`src/rtl/fwd_hazard_unit.sv`:
```
// ---------------------------------------------------------------------------
// fwd_hazard_unit : scoreboard-based ALU forwarding and load-use stall unit
// Revision 1.0
// ---------------------------------------------------------------------------
`default_nettype none

module fwd_hazard_unit #(
    parameter int NUM_BITS   = 5,
    parameter int FWD_STAGES = 2,
    parameter int LOAD_STAGE = 2,
    parameter int SEL_W      = $clog2(FWD_STAGES + 1)
) (
    input  logic                clk,
    input  logic                rst_n,
    input  logic [NUM_BITS-1:0] if_id_rs,
    input  logic [NUM_BITS-1:0] if_id_rt,
    input  logic                if_id_uses_rt,
    input  logic [NUM_BITS-1:0] id_ex_rs,
    input  logic [NUM_BITS-1:0] id_ex_rt,
    input  logic [NUM_BITS-1:0] id_ex_rd,
    input  logic                id_ex_reg_write,
    input  logic                id_ex_mem_read,
    input  logic                flush,
    output logic [SEL_W-1:0]    forwarding_muxA,
    output logic [SEL_W-1:0]    forwarding_muxB,
    output logic                stall,
    output logic                bubble
);

    // Longest possible stall is LOAD_STAGE-1 <= 6 cycles.
    localparam int CNT_W = 3;

    typedef enum logic [0:0] {
        ST_RUN   = 1'b0,
        ST_STALL = 1'b1
    } state_t;

    logic                trk_valid   [1:FWD_STAGES];
    logic [NUM_BITS-1:0] trk_rd      [1:FWD_STAGES];
    logic                trk_is_load [1:FWD_STAGES];

    logic                prod_load [0:FWD_STAGES];
    logic [NUM_BITS-1:0] prod_rd   [0:FWD_STAGES];

    state_t              state;
    logic [CNT_W-1:0]    stall_cnt;
    logic [CNT_W-1:0]    hazard_n;
    logic [SEL_W-1:0]    sel_a;
    logic [SEL_W-1:0]    sel_b;

    // Shift register of in-flight writers; a bubble in EX shifts in as invalid.
    always_ff @(posedge clk or negedge rst_n) begin
        if (!rst_n) begin
            for (int k = 1; k <= FWD_STAGES; k++) begin
                trk_valid[k]   <= 1'b0;
                trk_rd[k]      <= '0;
                trk_is_load[k] <= 1'b0;
            end
        end else if (flush) begin
            for (int k = 1; k <= FWD_STAGES; k++) begin
                trk_valid[k] <= 1'b0;
            end
        end else begin
            for (int k = FWD_STAGES; k >= 2; k--) begin
                trk_valid[k]   <= trk_valid[k-1];
                trk_rd[k]      <= trk_rd[k-1];
                trk_is_load[k] <= trk_is_load[k-1];
            end
            trk_valid[1]   <= id_ex_reg_write && (id_ex_rd != '0);
            trk_rd[1]      <= id_ex_rd;
            trk_is_load[1] <= id_ex_mem_read;
        end
    end

    // Oldest-to-youngest scan so the youngest matching entry decides.
    always_comb begin
        sel_a = '0;
        sel_b = '0;
        for (int k = FWD_STAGES; k >= 1; k--) begin
            if (trk_valid[k] && (trk_rd[k] == id_ex_rs) && (id_ex_rs != '0)) begin
                sel_a = (trk_is_load[k] && (k < LOAD_STAGE)) ? '0 : SEL_W'(k);
            end
            if (trk_valid[k] && (trk_rd[k] == id_ex_rt) && (id_ex_rt != '0)) begin
                sel_b = (trk_is_load[k] && (k < LOAD_STAGE)) ? '0 : SEL_W'(k);
            end
        end
    end

    assign forwarding_muxA = sel_a;
    assign forwarding_muxB = sel_b;

    // Position 0 is the instruction currently in EX, k is tracker entry k.
    always_comb begin
        prod_load[0] = id_ex_mem_read;
        prod_rd[0]   = id_ex_rd;
        for (int k = 1; k <= FWD_STAGES; k++) begin
            prod_load[k] = trk_valid[k] && trk_is_load[k];
            prod_rd[k]   = trk_rd[k];
        end
    end

    always_comb begin
        hazard_n = '0;
        for (int p = LOAD_STAGE - 2; p >= 0; p--) begin
            if (prod_load[p] && (prod_rd[p] != '0) &&
                ((prod_rd[p] == if_id_rs) ||
                 (if_id_uses_rt && (prod_rd[p] == if_id_rt)))) begin
                hazard_n = CNT_W'(LOAD_STAGE - 1 - p);
            end
        end
    end

    always_ff @(posedge clk or negedge rst_n) begin
        if (!rst_n) begin
            state     <= ST_RUN;
            stall_cnt <= '0;
        end else if (flush) begin
            state     <= ST_RUN;
            stall_cnt <= '0;
        end else begin
            case (state)
                ST_RUN: begin
                    if (hazard_n > CNT_W'(1)) begin
                        stall_cnt <= hazard_n - CNT_W'(1);
                        state     <= ST_STALL;
                    end
                end
                ST_STALL: begin
                    stall_cnt <= stall_cnt - CNT_W'(1);
                    if (stall_cnt == CNT_W'(1)) begin
                        state <= ST_RUN;
                    end
                end
                default: begin
                    state     <= ST_RUN;
                    stall_cnt <= '0;
                end
            endcase
        end
    end

    // Held low during reset so an asserted reset never leaves a stray bubble.
    assign stall  = rst_n && ((state == ST_STALL) || (hazard_n != '0));
    assign bubble = stall;

endmodule

`default_nettype wire

```
`config.mk`:
```
export PLATFORM = sky130hd
export DESIGN_NAME = fwd_hazard_unit
export DESIGN_NICKNAME = d
export VERILOG_FILES = /design/src/rtl/fwd_hazard_unit.sv
export SDC_FILE = /design/constraint.sdc
export NUM_CORES = 1
export LEC_CHECK = 0
export CAP_MARGIN = 20
export CORE_AREA = 2 2 56 58
export CTS_BUF_LIST = sky130_fd_sc_hd__clkbuf_8 sky130_fd_sc_hd__clkbuf_16
export DETAILED_ROUTE_END_ITERATION = 16
export DIE_AREA = 0 0 58 60
export GPL_TIMING_DRIVEN = 0
export PLACE_DENSITY_LB_ADDON = 0.08
export SLEW_MARGIN = 30
export SYNTH_ARGS = -nofsm -noshare
export SYNTH_HDL_FRONTEND = slang
export SYNTH_SLANG_ARGS = --single-unit
export TNS_END_PERCENT = 5
```
`constraint.sdc`:
```
create_clock -name clk -period 1.5 [get_ports clk]
set_clock_uncertainty 0.15 [all_clocks]
set_input_delay 0.3 -clock clk [delete_from_list [all_inputs] [get_ports clk]]
set_output_delay 0.3 -clock clk [all_outputs]
set_load 0.02 [all_outputs]
```
== After elaboration in Yosys (flattened, before gate mapping) ==
Index checks and enable logic that the tools add are counted.
Word-level totals
  register bits: 17
  word-level logic and storage cells: 52
Operators by class
  mux-type cells: 14
  reduce and logical (&&, ||, !) cells: 19
  bitwise logic cells: 1
  $add $sub $neg: 2
  order comparisons: 1
  equality and inequality tests: 8
Operator list (number)
  5-bit == test: 6
  5-bit nonzero test: 3
  1-bit logical AND: 13
  2-bit two-way mux: 5
  3-bit two-way mux: 2
  3-bit one-hot mux with 2 select lines: 1
  3-bit by 1-bit subtractor with 3-bit output, second input constant: 2
  1-bit two-way mux: 5
  3-bit by 1-bit == test with 1-bit output, second input constant: 1
  3-bit by 1-bit > comparator with 1-bit output, second input constant: 1
  3-bit inequality test, second input constant: 1
  3-bit nonzero test: 1
  1-bit logical OR: 2
  1-bit one-hot mux with 2 select lines: 1
  1-bit NOT: 1

== Depth between registers and ports, before layout ==
Gate-level depths: netlist of run 1.
  depth in word-level cells: 9
  mapped depth: 5

== Worst setup path before layout of run 1 ==
No wires, ideal clock.
  path type: input port to output port
  start point: in id_ex_rd[3]
  end point: out stall
  cell stages on the path: 5
  data arrival time: 1732 ps
  buffers on the path: 1
  setup slack: -682 ps
  required time: 1050 ps
  cell sequence: xor2_1 nor4_1 a32oi_1 o31ai_1 buf_4
Between the ends
  longest elaborated chain between the ends: 8
Ends and longest elaborated chain
  from (decl): RTL line 20  | input logic [NUM_BITS-1:0] id_ex_rd,
  5-bit == test: RTL line 107  | (if_id_uses_rt && (prod_rd[p] == if_id_rt)))) begin
  1-bit logical AND: RTL line 107
  1-bit logical OR: RTL line 106  | ((prod_rd[p] == if_id_rs) ||
  1-bit logical AND (*): RTL line 105  | if (prod_load[p] && (prod_rd[p] != '0) &&
  1-bit two-way mux (*): RTL line 105
  3-bit nonzero test (*): RTL line 143  | assign stall = rst_n && ((state == ST_STALL) || (hazard_n != '0));
  1-bit logical OR (*): RTL line 143
  1-bit logical AND (*): RTL line 143
  to (decl): RTL line 26  | output logic stall,
Every way passes the cells marked *; elsewhere a longest branch is shown, timed or not.

== Worst setup path in the final report of run 1 ==
  start point: in id_ex_rs[2]
  end point: out forwarding_muxA[1]
Between the ends
  longest elaborated chain between the ends: 5
Ends and longest elaborated chain
  from (decl): RTL line 18  | input logic [NUM_BITS-1:0] id_ex_rs,
  5-bit == test: RTL line 80  | if (trk_valid[k] && (trk_rd[k] == id_ex_rs) && (id_ex_rs != '0)) begin
  1-bit logical AND (2 in series): RTL line 80
  2-bit two-way mux: RTL line 80
  2-bit two-way mux (*): RTL line 80
  to (decl): RTL line 24  | output logic [SEL_W-1:0] forwarding_muxA,
Marked as above.

==> flow_summary.yaml, run 1 <==
grt:
  grt_start_max_net_pins: 20
  track_usage: 0.152
  antenna_found_initial: 0
  grt_pass1_vias: 893
  grt_pass1_wl_mm: 3.94
  gr-total-overflow: 0
clock_network:
  cts_buffers: 3
  clkTransAtPathRegs_ns: 0.06
  h-tree-depth: 1
  cts_root_buf: "clkbuf_8"
  worstSkewPairLatency_ns: 0.24
  clk_path_buf_depth: 2
  cts_tree: "built"
  clock_sinks: 17
power:
  p_switching_uw: 312
  clock_power_share: 0.270
  pwr-share-comb: 0.259
  pwr_density_cell_mw_per_mm2: 716
  p_sw_frac: 0.267
  p_int_uw: 855
  power_uw: 1170
  p_leak_uw: 0.000651
  pwr-share-seq: 0.471
  vdd_drop_max_uv: 648
floorplanning:
  dieArea_sq_mm: 0.00348
  die-width_um: 58
  core-area_sq_mm: 0.00290
  rows: 20
  ios: 37
  start_util: 0.385
  dieHeight_um: 60
sta:
  period_share: 1.41
  hold_violations: 17
  setup_slack_ns: -0.611
  slew_violations: 0
  rsz0062_at_grt: "yes"
  setup_tns_ns: -3.37
  setup_violations: 6
  worstMarginPinSlew_ns: 0.491
  period_needed_ns: 2.11
  max-slew-margin-rel: 0.673
  fmax_mhz: 474
  fin_hold_ws_ns: -0.0669
setup_path:
  crit_type: "in2out"
  cp_data_arrival_time_ns: 1.66
  slowest_delay_ns: 0.53
  critPathRequiredTime_ns: 1.05
  crit_chain: "buf_2 -> or4_4 -> nor2_4 -> nor4_4 -> buf_4 -> nor4_4 -> buf_4"
  rr_endpoint: "stall_cnt[1]"
  crit_fanout: 3
  crit_path_start: "id_ex_rs[2]"
  rrSetupSlack_ns: 0.28
  endpoint: "forwarding_muxA[1]"
  r2r_cells: 3
  r2r-start: "stall_cnt[0]"
  crit_path_top_delay_cell: "or4_4"
  cp-end-kind: "output port"
  start_kind: "input pin"
logic_synthesis:
  yosys_warnings: 0
  avgSynthCellArea_sq_um: 11.1
  syn_area_sq_mm: 0.00112
  ys_ff_latch: 17
  synth-compound-area-share: 0.0213
  postSynthCellCount: 101
  synthSimpleGateAreaFrac: 0.194
  synth_xor_area_frac: 0.251
  synth_top_family_by_area: "XOR/XNOR gates"
  synth-adder-area-share: 0.0224
  muxShareOfSynthArea: 0.111
  synth-seq-area-share: 0.380
  syn-num-nets: 134
  synth.distinct_cells: 23
routing:
  first_iter_violations: 38
  detail-route-antenna-nets: 0
  vias: 906
  viasPerCell: 5.09
  wire_per_inst_um: 13.2
  drt-pass1-iter-count: 4
  routed_wl_mm: 2.35
  remaining_drc_errors: 0
outcome:
  outcome: "complete, but fails checks"
  violations: "hold timing, setup timing"
layout:
  fin_cells: 178
  fin_area_sq_mm: 0.00163
  n_antenna_cell: 0
  fill_cells: 262
  drive_above_1_share: 0.359
  synthToLayoutAreaGrowth_pct: 45.9
  seq_area_sq_um: 427
  fin_nets: 179
  multi_input_area_sq_um: 742
  final_cell_mix: "16 x xnor2_1, 16 x dfrtp_1, 14 x xor2_1, 11 x mux2_2, 10 x buf_4"
hold_path:
  hold_path.class: "in2async"
placement:
  placed_area_sq_mm: 0.00155
  dpl.hpwl_mm: 1.91
  io_buffer_count: 35
  routabilityCongestion: 0.767
  dp_cells: 169
run:
  drv_cap: 0
state kept, by name (all words and copies together) (netlist names):
name,cells
trk_is_load,1
stall_cnt,3
state,1
prod_rd,10
trk_valid,2
routing by layer:
layer / track usage / wire length, um / vias up
met5: 0 / 0 / -
met4: 0.0399 / 16 / 0
met3: 0.0325 / 190 / 4
met2: 0.273 / 1200 / 33
met1: 0.185 / 942 / 435
li1: - / - / 434
worst max-delay path, delay by kind of cell:
kind	cells	cell delay (ns)
simple gates	4	0.92
buf+inv	3	0.46
Yosys cell counts, drive strengths merged:
library cell  count  area, sq um
nand4             4         25.0
dfrtp            17          425
inv               2         7.51
mux2             11          124
o31ai             1         7.51
nor3              1         5.00
a211oi            1         7.51
nor3b             2         15.0
nor2              7         41.3
ha                2         25.0
xor2             14          123
nand2             5         18.8
or4               3         30.0
nor4              5         56.3
buf               3         16.3
nor2b             4         25.0
a32oi             1         8.76
xnor2            18          158
metrics by stage:
| step | hold WS, ns | worst slack [ns] | utilization |
|---|---|---|---|
| final | -0.0669 | -0.611 | 0.562 |
| after global routing | -0.0290 | -0.674 | 0.562 |
| after CTS | -0.0576 | -0.623 | 0.563 |
| after detailed placement | 0.388 | -1.51 | 0.532 |
| after global placement | 0.377 | -1.53 | 0.532 |
| after floorplan | -0.146 | -0.326 | - |
power groups by stage:
stage          clock network (uW)  registers (uW)  logic, uW
3_5_place_dp                    0             560        295
4_1_cts                       325             552        303
3_3_place_gp                    0             559        288
2_1_floorplan                   0             541        167
6_report                      315             550        302
5_1_grt                       352             556        333
cells by family after synthesis:
group | after synthesis
multiplexers | 11
AO/OA/AOI/OAI | 3
buffers and inverters | 5
AND/OR/NAND/NOR | 31
flip-flops | 17
adder cells (fa/ha/maj) | 2
XOR/XNOR | 32
worst min-delay path by stage:
stage	from	endpoint	slack, ns	cells after the start
2_1_floorplan	rst_n	prod_rd[0]	-0.15	0
3_3_place_gp	stall_cnt[2]	stall_cnt[2]	0.38	2
3_5_place_dp	trk_valid[1]	trk_valid[0]	0.39	1
4_1_cts	rst_n	trk_is_load[1]	-0.06	1
5_1_grt	rst_n	prod_rd[7]	-0.03	1
6_report	rst_n	trk_is_load[1]	-0.07	1
layout make-up:
cell class	count	share of cell area
plain buffers	3	0.0123
clock buffers	3	0.0253
clock inverters	1	0.00230
inverters	2	0.00460
multi-input cells	79	0.455
flip-flops and latches	17	0.262
well taps	33	0.0253
repair buffers	40	0.214
timing repair:
action                                  CTS  global route
pin swaps                                13             0
resized for setup                        83             6
endpoints found under the hold margin    17            17
endpoints found under the setup margin    7             6
buffers inserted                          5             0
Note: power is estimated with default switching activity, not from simulation.
==> run 2, diff against run 1 <==
--- a/config.mk
+++ b/config.mk
@@ -6,10 +6,10 @@
 export NUM_CORES = 1
 export LEC_CHECK = 0
 export CAP_MARGIN = 20
-export CORE_AREA = 2 2 56 58
+export CORE_AREA = 2 2 63 47
 export CTS_BUF_LIST = sky130_fd_sc_hd__clkbuf_8 sky130_fd_sc_hd__clkbuf_16
 export DETAILED_ROUTE_END_ITERATION = 16
-export DIE_AREA = 0 0 58 60
+export DIE_AREA = 0 0 65 49
 export GPL_TIMING_DRIVEN = 0
 export PLACE_DENSITY_LB_ADDON = 0.08
 export SLEW_MARGIN = 30
==> constraint.sdc (replaced) <==
create_clock -name clk -period 2.1 [get_ports clk]
set_clock_uncertainty 0.15 [all_clocks]
set_input_delay 0.42 -clock clk [delete_from_list [all_inputs] [get_ports clk]]
set_output_delay 0.42 -clock clk [all_outputs]
set_load 0.02 [all_outputs]
==> run 2 against run 1 <==
Net effect: the flow finishes with violations (setup timing); count of clock-buffer cells in the layout is the same; global-route usage grew 1.8 points; register-to-register slack gained 0.59 ns; critical path depth shrank 1; sequential power shrank 29%; final area shrank 0.15%; wire length grew 6.6%; critical endpoint is now forwarding_muxB[1]; largest cell class unchanged; largest power group unchanged.
==> flow_summary.yaml, run 2 (synthesized netlist as in run 1, its figures left out) <==
floorplanning:
  start_util: 0.427
  dieArea_sq_mm: 0.00319
  ios: 37
  die-width_um: 65
  rows: 16
  core-area_sq_mm: 0.00262
  dieHeight_um: 49
run:
  drv_cap: 0
grt:
  grt_pass1_wl_mm: 4.11
  grt_pass1_vias: 927
  antenna_found_initial: 0
  track_usage: 0.170
  gr-total-overflow: 0
  grt_start_max_net_pins: 20
sta:
  fmax_mhz: 440
  period_share: 1.08
  setup_violations: 6
  setup_slack_ns: -0.172
  worstMarginPinSlew_ns: 0.494
  rsz0062_at_grt: "yes"
  max-slew-margin-rel: 0.671
  period_needed_ns: 2.27
  hold_violations: 0
  slew_violations: 0
routing:
  routed_wl_mm: 2.50
  detail-route-antenna-nets: 0
  drt-pass1-iter-count: 4
  wire_per_inst_um: 13.8
  viasPerCell: 4.94
  vias: 894
  first_iter_violations: 14
  remaining_drc_errors: 0
setup_path:
  cp-end-kind: "output port"
  rrSetupSlack_ns: 0.87
  cp_data_arrival_time_ns: 1.70
  start_kind: "input pin"
  crit_type: "in2out"
  crit_fanout: 3
  critPathRequiredTime_ns: 1.53
clock_network:
  clock_sinks: 17
  clkTransAtPathRegs_ns: 0.06
  h-tree-depth: 1
  hold_buffers: 0
  cts_root_buf: "clkbuf_8"
  cts_tree: "built"
  clk_path_buf_depth: 2
  cts_buffers: 3
  worstSkewPairLatency_ns: 0.25
layout:
  largest_reg_flops: 10
  final_cell_mix: "17 x xnor2_1, 16 x dfrtp_1, 14 x xor2_1, 11 x buf_2, 11 x mux2_2"
  postLayoutCoreUtil: 0.621
  layout_commonest_cell: "xnor2_1"
  synthToLayoutAreaGrowth_pct: 45.6
  fill_cells: 246
  fin_nets: 179
  drive_above_1_share: 0.428
  n_antenna_cell: 0
placement:
  dpl.hpwl_mm: 2.08
  routabilityCongestion: 0.827
  io_buffer_count: 35
  preCtsSetupSlack_ns: -1.18
power:
  pwr_density_cell_mw_per_mm2: 515
  p_leak_uw: 0.000677
  vdd_drop_max_uv: 292
hold_path:
  hold_path.class: "in2async"
outcome:
  violations: "setup timing"
  outcome: "complete, but fails checks"
## run 2: changes by cell type in the layout (fill, tap and decap cells not counted), moves of 2 or more
cell             delta
nor2b_1             -2
dlygate4sd2_1       -4
clkdlybuf4s50_1     -5
clkbuf_2            +3
nor2b_4             +2
dlymetal6s2s_1      +3
clkdlybuf4s15_2     -4
buf_2               +5
## run 2: area by class of cell
cell class / count / area (sq um) / area share
Buffer: 3 / 16.3 / 0.00998
Clock buffer: 3 / 41.3 / 0.0253
Clock inverter: 1 / 3.75 / 0.00230
Inverter: 2 / 7.51 / 0.00461
Multi-Input combinational cell: 79 / 762 / 0.468
Sequential cell: 17 / 427 / 0.262
Tap cell: 36 / 45.0 / 0.0276
Timing Repair Buffer: 40 / 327 / 0.200
## run 2: repair_timing
item                                    CTS  global route
endpoints found under the setup margin    6             6
gates resized for setup                  98            26
pin swaps                                15            18
buffers inserted                          2             3
## run 2: final timing paths
kind,startpoint,endpoint,cells past startpoint
min reg2reg,trk_valid[1],trk_valid[0],1
max,id_ex_rt[2],forwarding_muxB[1],6
min,rst_n,stall_cnt[2],1
max in group asynchronous,rst_n,prod_rd[9],1
max reg2reg,stall_cnt[0],stall_cnt[1],3
min in group clk,id_ex_rd[3],prod_rd[8],2
## run 2: critical path: stages
cell and delay [ns]:
buf_2 0.12, or4_4 0.54, nor2_4 0.13, nor4_4 0.07
nor4_4 0.24, buf_4 0.17
## run 2: layer usage
metal | part of all wire | track usage | up-vias
li1 | - | - | 437
met1 | 0.45 | 0.216 | 424
met2 | 0.48 | 0.289 | 29
met3 | 0.056 | 0.0508 | 4
met4 | 0.0060 | 0.0319 | 0
met5 | 0 | 0 | -
## run 2: per-stage QoR
stage	total power [uW]	hold WS, ns	setup TNS [ns]	cells	cell area (sq um)
after floorplan	505	-0.0256	-0.0154	101	1150
after global placement	604	0.374	-5.85	172	1550
after detailed placement	611	0.384	-6.12	172	1550
after CTS	835	0.0663	-1.31	178	1570
after global routing	894	0.0727	-1.03	181	1630
final	838	0.0433	-0.645	181	1630
## run 2: report_power, final
part	leakage [uW]	internal (uW)	switching [uW]
registers	0.000210	356	36.2
clock network	0.0000269	129	99.6
logic	0.000440	121	96.1
==> run 3, diff against run 2 <==
--- a/config.mk
+++ b/config.mk
@@ -12,6 +12,7 @@
 export DIE_AREA = 0 0 65 49
 export GPL_TIMING_DRIVEN = 0
 export PLACE_DENSITY_LB_ADDON = 0.08
+export SKIP_CTS_REPAIR_TIMING = 1
 export SLEW_MARGIN = 30
 export SYNTH_ARGS = -nofsm -noshare
 export SYNTH_HDL_FRONTEND = slang
==> run 3 against run 2 <==
Net effect: the flow still finishes with violations (setup timing); largest cell class unchanged; flip-flop and latch count unchanged; fmax down 2.4%; power decreased by 0.15%; final area is essentially flat.
==> flow_summary.yaml, run 3 (synthesized netlist as in run 1, its figures left out) <==
placement:
  routabilityCongestion: 0.827
  io_buffer_count: 35
  dpl.hpwl_mm: 2.08
  dp_cells: 172
setup_path:
  critPathRequiredTime_ns: 1.53
  crit_chain: "buf_4 -> or4_4 -> nor2_4 -> nor4_4 -> nor4_4 -> buf_4"
  crit_type: "in2out"
  start_kind: "input pin"
  cp_data_arrival_time_ns: 1.76
  critPathBufInv: 2
  path_delay_family: "simple AND/OR/NAND/NOR gates"
  crit_fanout: 3
  crit_path_top_delay_cell: "or4_4"
  slowest_delay_ns: 0.54
  cp-end-kind: "output port"
power:
  vdd_drop_max_uv: 292
  pwr_density_cell_mw_per_mm2: 514
  power_uw: 837
  p_leak_uw: 0.000747
floorplanning:
  dieArea_sq_mm: 0.00319
  rows: 16
  start_util: 0.427
  core-area_sq_mm: 0.00262
  ios: 37
  die-width_um: 65
  dieHeight_um: 49
grt:
  gr-total-overflow: 0
  antenna_found_initial: 0
  grt_pass1_vias: 919
  grt_pass1_wl_mm: 4.09
  grt_start_max_net_pins: 20
  track_usage: 0.169
clock_network:
  cts_buffers: 3
  clkTransAtPathRegs_ns: 0.06
  clock_sinks: 17
  worstSkewPairLatency_ns: 0.25
  cts_tree: "built"
  cts_root_buf: "clkbuf_8"
  clk_path_buf_depth: 2
  h-tree-depth: 1
layout:
  drive_above_1_share: 0.303
  fin_cells: 178
  layout_commonest_cell: "xnor2_1"
  final_cell_mix: "18 x xnor2_1, 17 x dfrtp_1, 14 x xor2_1, 14 x dlymetal6s2s_1, 11 x mux2_2"
  synthToLayoutAreaGrowth_pct: 45.7
  fin_nets: 176
  largest_reg_flops: 10
  n_antenna_cell: 0
routing:
  wire_per_inst_um: 14.4
  drt-pass1-iter-count: 4
  remaining_drc_errors: 0
  routed_wl_mm: 2.56
  detail-route-antenna-nets: 0
  vias: 890
  first_iter_violations: 26
  viasPerCell: 5.00
hold_path:
  hold_path.class: "in2reg"
outcome:
  outcome: "complete, but fails checks"
  violations: "setup timing"
sta:
  period_needed_ns: 2.33
  worstMarginPinSlew_ns: 0.763
  hold_violations: 0
  fmax_mhz: 430
  period_share: 1.11
  max-slew-margin-rel: 0.490
  setup_tns_ns: -1.13
  rsz0062_at_grt: "yes"
  setup_slack_ns: -0.228
  setup_violations: 6
  fin_hold_ws_ns: 0.331
  slew_violations: 0
run:
  drv_cap: 0
-- run 3: worst paths after layout --
| path | from | end | slack (ns) | depth (start not counted) |
|---|---|---|---|---|
| min in group asynchronous | rst_n | stall_cnt[2] | 0.68 | 2 |
| worst min register to register | trk_valid[1] | trk_valid[0] | 0.39 | 1 |
| worst max-delay path | id_ex_rs[4] | forwarding_muxA[1] | -0.23 | 6 |
| worst max register to register | stall_cnt[0] | stall_cnt[1] | 0.87 | 3 |
| worst min-delay path | id_ex_rd[1] | prod_rd[6] | 0.33 | 2 |
| max in group asynchronous | rst_n | prod_rd[2] | 0.65 | 2 |
-- run 3: cell type report --
cell class,count,area [sq um]
fill,234,992
inverter,2,7.51
timing repair buffer,37,352
clock inverter,1,3.75
sequential,17,425
multi-input combinational,79,739
tap,36,45.0
clock buffer,3,41.3
buffer,3,16.3
-- run 3: per-layer routing --
metal / GRT usage / share of wire
met2: 0.289 / 0.47
met4: 0.0319 / 0.0059
met5: 0 / 0
met1: 0.214 / 0.45
met3: 0.0485 / 0.069
-- run 3: stage by stage --
stage | util | cell area [sq um] | setup slack [ns]
after CTS | 0.606 | 1590 | -1.20
after floorplan | - | 1150 | -0.00769
final | 0.622 | 1630 | -0.228
after global placement | 0.589 | 1550 | -1.13
after detailed placement | 0.589 | 1550 | -1.18
after global routing | 0.622 | 1630 | -0.291
-- run 3: report_power, final --
part           internal [uW]  switching [uW]  total (uW)
registers                356            35.0         391
clock network            129            99.8         229
logic                    122            95.5         217
total                    607             230         837
